<file path="config.mk">
export PLATFORM = sky130hd
export DESIGN_NAME = sync_fifo_flagged
export DESIGN_NICKNAME = d
export VERILOG_FILES = /design/src/rtl/sync_fifo_flagged.sv
export SDC_FILE = /design/constraint.sdc
export NUM_CORES = 1
export LEC_CHECK = 0
export CELL_PAD_IN_SITES_DETAIL_PLACEMENT = 0
export CELL_PAD_IN_SITES_GLOBAL_PLACEMENT = 2
export CORE_UTILIZATION = 50
export CTS_CLUSTER_SIZE = 14
export DETAILED_ROUTE_END_ITERATION = 10
export PLACE_DENSITY = 0.85
export SLEW_MARGIN = 10
export SYNTH_ARGS = -nofsm -noshare
export SYNTH_HDL_FRONTEND = slang
export SYNTH_SLANG_ARGS = --single-unit
</file>
<file path="constraint.sdc">
create_clock -name clk -period 6.6 [get_ports clk]
set_clock_uncertainty 0.05 [all_clocks]
set_input_delay 0.99 -clock clk [delete_from_list [all_inputs] [get_ports clk]]
set_output_delay 0.99 -clock clk [all_outputs]
set_load 0.005 [all_outputs]
</file>
<file path="src/rtl/sync_fifo_flagged.sv">
// Single-clock FIFO with registered status flags, sticky overflow/underflow
// errors and a selectable registered-read or first-word-fall-through output.
module sync_fifo_flagged #(
  parameter int DATA_SIZE  = 8,
  parameter int ADDR_SIZE  = 4,
  parameter int AFULL_LVL  = (2**ADDR_SIZE) - 2,
  parameter int AEMPTY_LVL = 2,
  parameter int FWFT       = 0
) (
  input  logic                 clk,
  input  logic                 rst,
  input  logic [DATA_SIZE-1:0] wr_data,
  input  logic                 wr_inc,
  input  logic                 rd_inc,
  input  logic                 clr_err,
  output logic [DATA_SIZE-1:0] rd_data,
  output logic                 wr_full,
  output logic                 rd_empty,
  output logic                 almost_full,
  output logic                 almost_empty,
  output logic [ADDR_SIZE:0]   wr_count,
  output logic                 overflow,
  output logic                 underflow
);

  localparam int DEPTH = 2**ADDR_SIZE;

  typedef logic [ADDR_SIZE:0] cnt_t;

  localparam cnt_t DEPTH_C  = cnt_t'(DEPTH);
  localparam cnt_t AFULL_C  = cnt_t'(AFULL_LVL);
  localparam cnt_t AEMPTY_C = cnt_t'(AEMPTY_LVL);

  logic [DATA_SIZE-1:0] mem_q [DEPTH];

  cnt_t                 wr_ptr_q, wr_ptr_d;
  cnt_t                 rd_ptr_q, rd_ptr_d;
  cnt_t                 count_q, count_d;
  logic                 full_q, full_d;
  logic                 empty_q, empty_d;
  logic                 afull_q, afull_d;
  logic                 aempty_q, aempty_d;
  logic                 ovf_q, ovf_d;
  logic                 unf_q, unf_d;
  logic [DATA_SIZE-1:0] rd_data_q, rd_data_d;
  logic                 wr_en, rd_en;

  always_comb begin
    wr_en = wr_inc & ~full_q;
    rd_en = rd_inc & ~empty_q;

    wr_ptr_d = wr_ptr_q;
    rd_ptr_d = rd_ptr_q;
    if (wr_en) wr_ptr_d = wr_ptr_q + cnt_t'(1);
    if (rd_en) rd_ptr_d = rd_ptr_q + cnt_t'(1);

    // Pointers carry a wrap bit, so their difference is the exact occupancy.
    count_d  = wr_ptr_d - rd_ptr_d;
    full_d   = (count_d == DEPTH_C);
    empty_d  = (count_d == '0);
    afull_d  = (count_d >= AFULL_C);
    aempty_d = (count_d <= AEMPTY_C);

    ovf_d = (wr_inc & full_q)  | (ovf_q & ~clr_err);
    unf_d = (rd_inc & empty_q) | (unf_q & ~clr_err);

    rd_data_d = rd_data_q;
    if (FWFT != 0) begin
      // Present the post-edge head; bypass the write when it lands on the head slot.
      if (wr_en || rd_en) begin
        if (wr_en && (wr_ptr_q[ADDR_SIZE-1:0] == rd_ptr_d[ADDR_SIZE-1:0]))
          rd_data_d = wr_data;
        else
          rd_data_d = mem_q[rd_ptr_d[ADDR_SIZE-1:0]];
      end
    end else if (rd_en) begin
      rd_data_d = mem_q[rd_ptr_q[ADDR_SIZE-1:0]];
    end
  end

  always_ff @(posedge clk) begin
    if (wr_en) mem_q[wr_ptr_q[ADDR_SIZE-1:0]] <= wr_data;
  end

  always_ff @(posedge clk or posedge rst) begin
    if (rst) begin
      wr_ptr_q  <= '0;
      rd_ptr_q  <= '0;
      count_q   <= '0;
      full_q    <= 1'b0;
      empty_q   <= 1'b1;
      afull_q   <= 1'b0;
      aempty_q  <= 1'b1;
      ovf_q     <= 1'b0;
      unf_q     <= 1'b0;
      rd_data_q <= '0;
    end else begin
      wr_ptr_q  <= wr_ptr_d;
      rd_ptr_q  <= rd_ptr_d;
      count_q   <= count_d;
      full_q    <= full_d;
      empty_q   <= empty_d;
      afull_q   <= afull_d;
      aempty_q  <= aempty_d;
      ovf_q     <= ovf_d;
      unf_q     <= unf_d;
      rd_data_q <= rd_data_d;
    end
  end

  always_comb begin
    rd_data      = rd_data_q;
    wr_full      = full_q;
    rd_empty     = empty_q;
    almost_full  = afull_q;
    almost_empty = aempty_q;
    wr_count     = count_q;
    overflow     = ovf_q;
    underflow    = unf_q;
  end

endmodule

</file>
==> impl_metrics.toml <==
[critical_path]
reg2reg_depth = 9
crit_arrival_ns = 4.17
cp.required_ns = 6.87
critical_path.max_stage_delay_ns = 0.57
rrSetupSlack_ns = 3.05
slowest_stage = "clkdlybuf4s50_1"
reg2reg_from = "rd_ptr_q[1]$_DFF_PP0_"
crit_path_start_kind = "input pin"
cp_max_fo = 9
critPathLaunch = "wr_inc"
crit_family = "buffers and inverters"
reg2reg_to = "almost_empty$_DFF_PP1_"
crit_chain = "clkdlybuf4s50_1, nor2b_1, xnor2_1, inv_1, ha_1, inv_1, ha_1, nor2_1, maj3_1, a21boi_2, xnor3_2, a2111oi_2"
worstSetupPathType = "in2reg"
crit_buf_inv = 3
cp-end-kind = "register"

[place]
place_hpwl_um = 7480
gp_congestion = 0.787
port_buffers = 31

[detailed_routing]
drt-pass1-iter-count = 5
vias = 3102
route.detailed.drc = 0
ant_nets = 0
drtIter0Drc = 289
wl_per_cell_um = 20.9
routed_wl_um = 11600
viasPerCell = 5.59

[global_routing]
overflow = 0
grt_use_total_pct = 20.3
grt_pass1_wl_um = 18600
antenna_found_initial = 0
grt_max_degree = 36
grt_pass1_vias = 3239

[cts]
holdBufCountCts = 0
htreeDepth = 4
root_buffer = "clkbuf_16"
cts_buffers = 17
postCtsSetupRepairBufs = 0
cts_tree = "done"
cts_resized = 0
clk_latency_ns = 0.42
cts_buffer_depth = 2
clkSinkCount = 157
clk_pin_slew_ns = 0.06

[finish]
diodes = 0
drive_above_1_share_pct = 22.7
area_growth_pct = 17.5
final_nets = 395
fillers = 904

[worst_hold_path]
min_to = "rd_data[4]$_DFFE_PP0N_"
whs_path_depth = 2
hp-class = "reg2reg"
hold_start = "rd_data[4]$_DFFE_PP0N_"

[sta]
fin_tns_setup_ns = 0
period_share_pct = 59.1
min_period_ns = 3.90
fmax_mhz = 256
setup_viol = 0
final_hold_viol_count = 0
rsz0062_at_grt = "false"
hold_slack_ns = 0.420
timing.final.max_slew_violations = 0
worstMarginPinSlew_ns = 0.841
maxSlewHeadroom_pct = 43.9

[power]
switchingPower_uw = 1060
ir_worst_vdd_v = 0.000220
power_frac_clock_pct = 28.0
power_density_nw_per_um2 = 474
p_seq_share_pct = 39.3
power.share.combinational_pct = 32.7
internal_power_uw = 2470
swShare_pct = 30.0
finalPower_uw = 3530
p_leak_uw = 0.00259

[floorplanning]
die_height_um = 115
start_util_pct = 52.0
fp.dieArea_um2 = 13100
core_um2 = 12200
rows = 40
die_w_um = 115
ios = 32

[synthesis]
synth_warnings = 0
synth-main-ff-cell = "edfxtp_1"
async_reset_ff_share_pct = 18.5
synthesis.nets = 353
synth-edff-count = 128
syn_area_um2 = 6330
ys_ff_latch = 157
synth_cell_types = 43
synth-seq-area-share_pct = 72.2
netlist_instances = 332
avgSynthCellArea_um2 = 19.1

[flow_run]
maxCapViolations = 0

[run_status]
outcome = "complete, no violations"
==> registers in the layout, summed over array words and instances, names as in the netlist <==
register      count
almost_full       1
wr_count          5
underflow         1
rd_ptr_q          5
overflow          1
rd_empty          1
almost_empty      1
rd_data           8
mem_q           128
wr_ptr_q          5
wr_full           1
==> worst max-delay path by stage <==
stage	end	depth (start not counted)	slack [ns]
6_report	almost_empty$_DFF_PP1_	12	2.70
5_1_grt	almost_empty$_DFF_PP1_	12	2.41
4_1_cts	almost_empty$_DFF_PP1_	12	2.70
3_5_place_dp	almost_empty$_DFF_PP1_	12	2.23
3_3_place_gp	almost_empty$_DFF_PP1_	12	2.39
2_1_floorplan	almost_empty$_DFF_PP1_	10	3.09
==> through the flow <==
step / std cells / utilization (%) / area, µm² / setup WS (ns)
floorplan: 332 / - / 6330 / 3.09
global placement: 523 / 56.2 / 6830 / 2.39
detailed placement: 523 / 56.2 / 6830 / 2.23
CTS: 555 / 61.1 / 7430 / 2.70
finish: 555 / 61.1 / 7430 / 2.70
global route: 555 / 61.1 / 7430 / 2.41
==> cells in the mapped netlist, types with 3 or more instances <==
cell	number	share of area (%)
buf_2	6	0.47
clkbuf_1	8	0.47
dfrtp_1	27	11
edfxtp_1	128	61
ha_1	8	1.6
inv_1	13	0.77
mux4_2	40	14
nand2_1	32	1.9
nand2b_1	4	0.40
nand4_1	3	0.30
nor2_1	8	0.47
nor3_1	5	0.40
o21ai_0	5	0.40
xnor2_1	6	0.83
xor2_1	3	0.42
==> cells by family (layout without fill, tap and decap cells) <==
logic type               Yosys count  after routing  synth area share (%)
AND/OR/NAND/NOR                   70             70                  5.71
adder cells (fa/ha/maj)           10             10                  1.90
buffers and inverters             28             83                  1.90
flip-flops                       157            157                  72.2
AO/OA/AOI/OAI                     14             14                  1.60
multiplexers                      41             41                  14.4
XOR/XNOR                          12             12                  2.25
==> cells in the final DEF (no fill, tap or decap), types with 5 or more instances in the layout <==
cell type        count
nand2_1             32
mux4_2              40
clkdlybuf4s50_1     31
o21ai_0              5
nor3_1               5
nor2_1               8
edfxtp_1           128
ha_1                 8
buf_4                7
clkbuf_16           17
dfrtp_1             25
xnor2_1              6
inv_1               12
==> power groups by stage <==
stage               clock network [µW]  registers, µW  logic [µW]
finish                             986           1390        1150
global route                      1030           1410        1260
CTS                               1000           1390        1160
detailed placement                   0           1410        1150
global placement                     0           1400        1140
floorplan                            0           1320         896
==> routing by layer <==
metal / up-vias / routed length (µm) / track usage (%)
met5: - / 0 / 0
met3: 14 / 619 / 4.61
met4: 0 / 176 / 8.74
li1: 1382 / - / -
met2: 92 / 5570 / 30.9
met1: 1614 / 5250 / 28.6
==> area by class of cell <==
class	instances	area [µm²]	area share [%]
clock buffers	23	468	6.29
clock inverters	9	134	1.80
inverters	13	48.8	0.656
multi-input cells	147	1640	22.0
flip-flops and latches	157	4570	61.5
well taps	168	210	2.83
repair buffers	38	363	4.88
==> worst reg2reg max path: stages (launching register included) <==
cell,delay [ns]
dfrtp_2,0.91
ha_1,0.37
mux2i_1,0.32
xor2_1,0.19
ha_1,0.16
nor2_1,0.08
maj3_1,0.37
a21boi_2,0.14
xnor3_2,0.48
a2111oi_2,0.37
(Power assumes the default switching activity.)
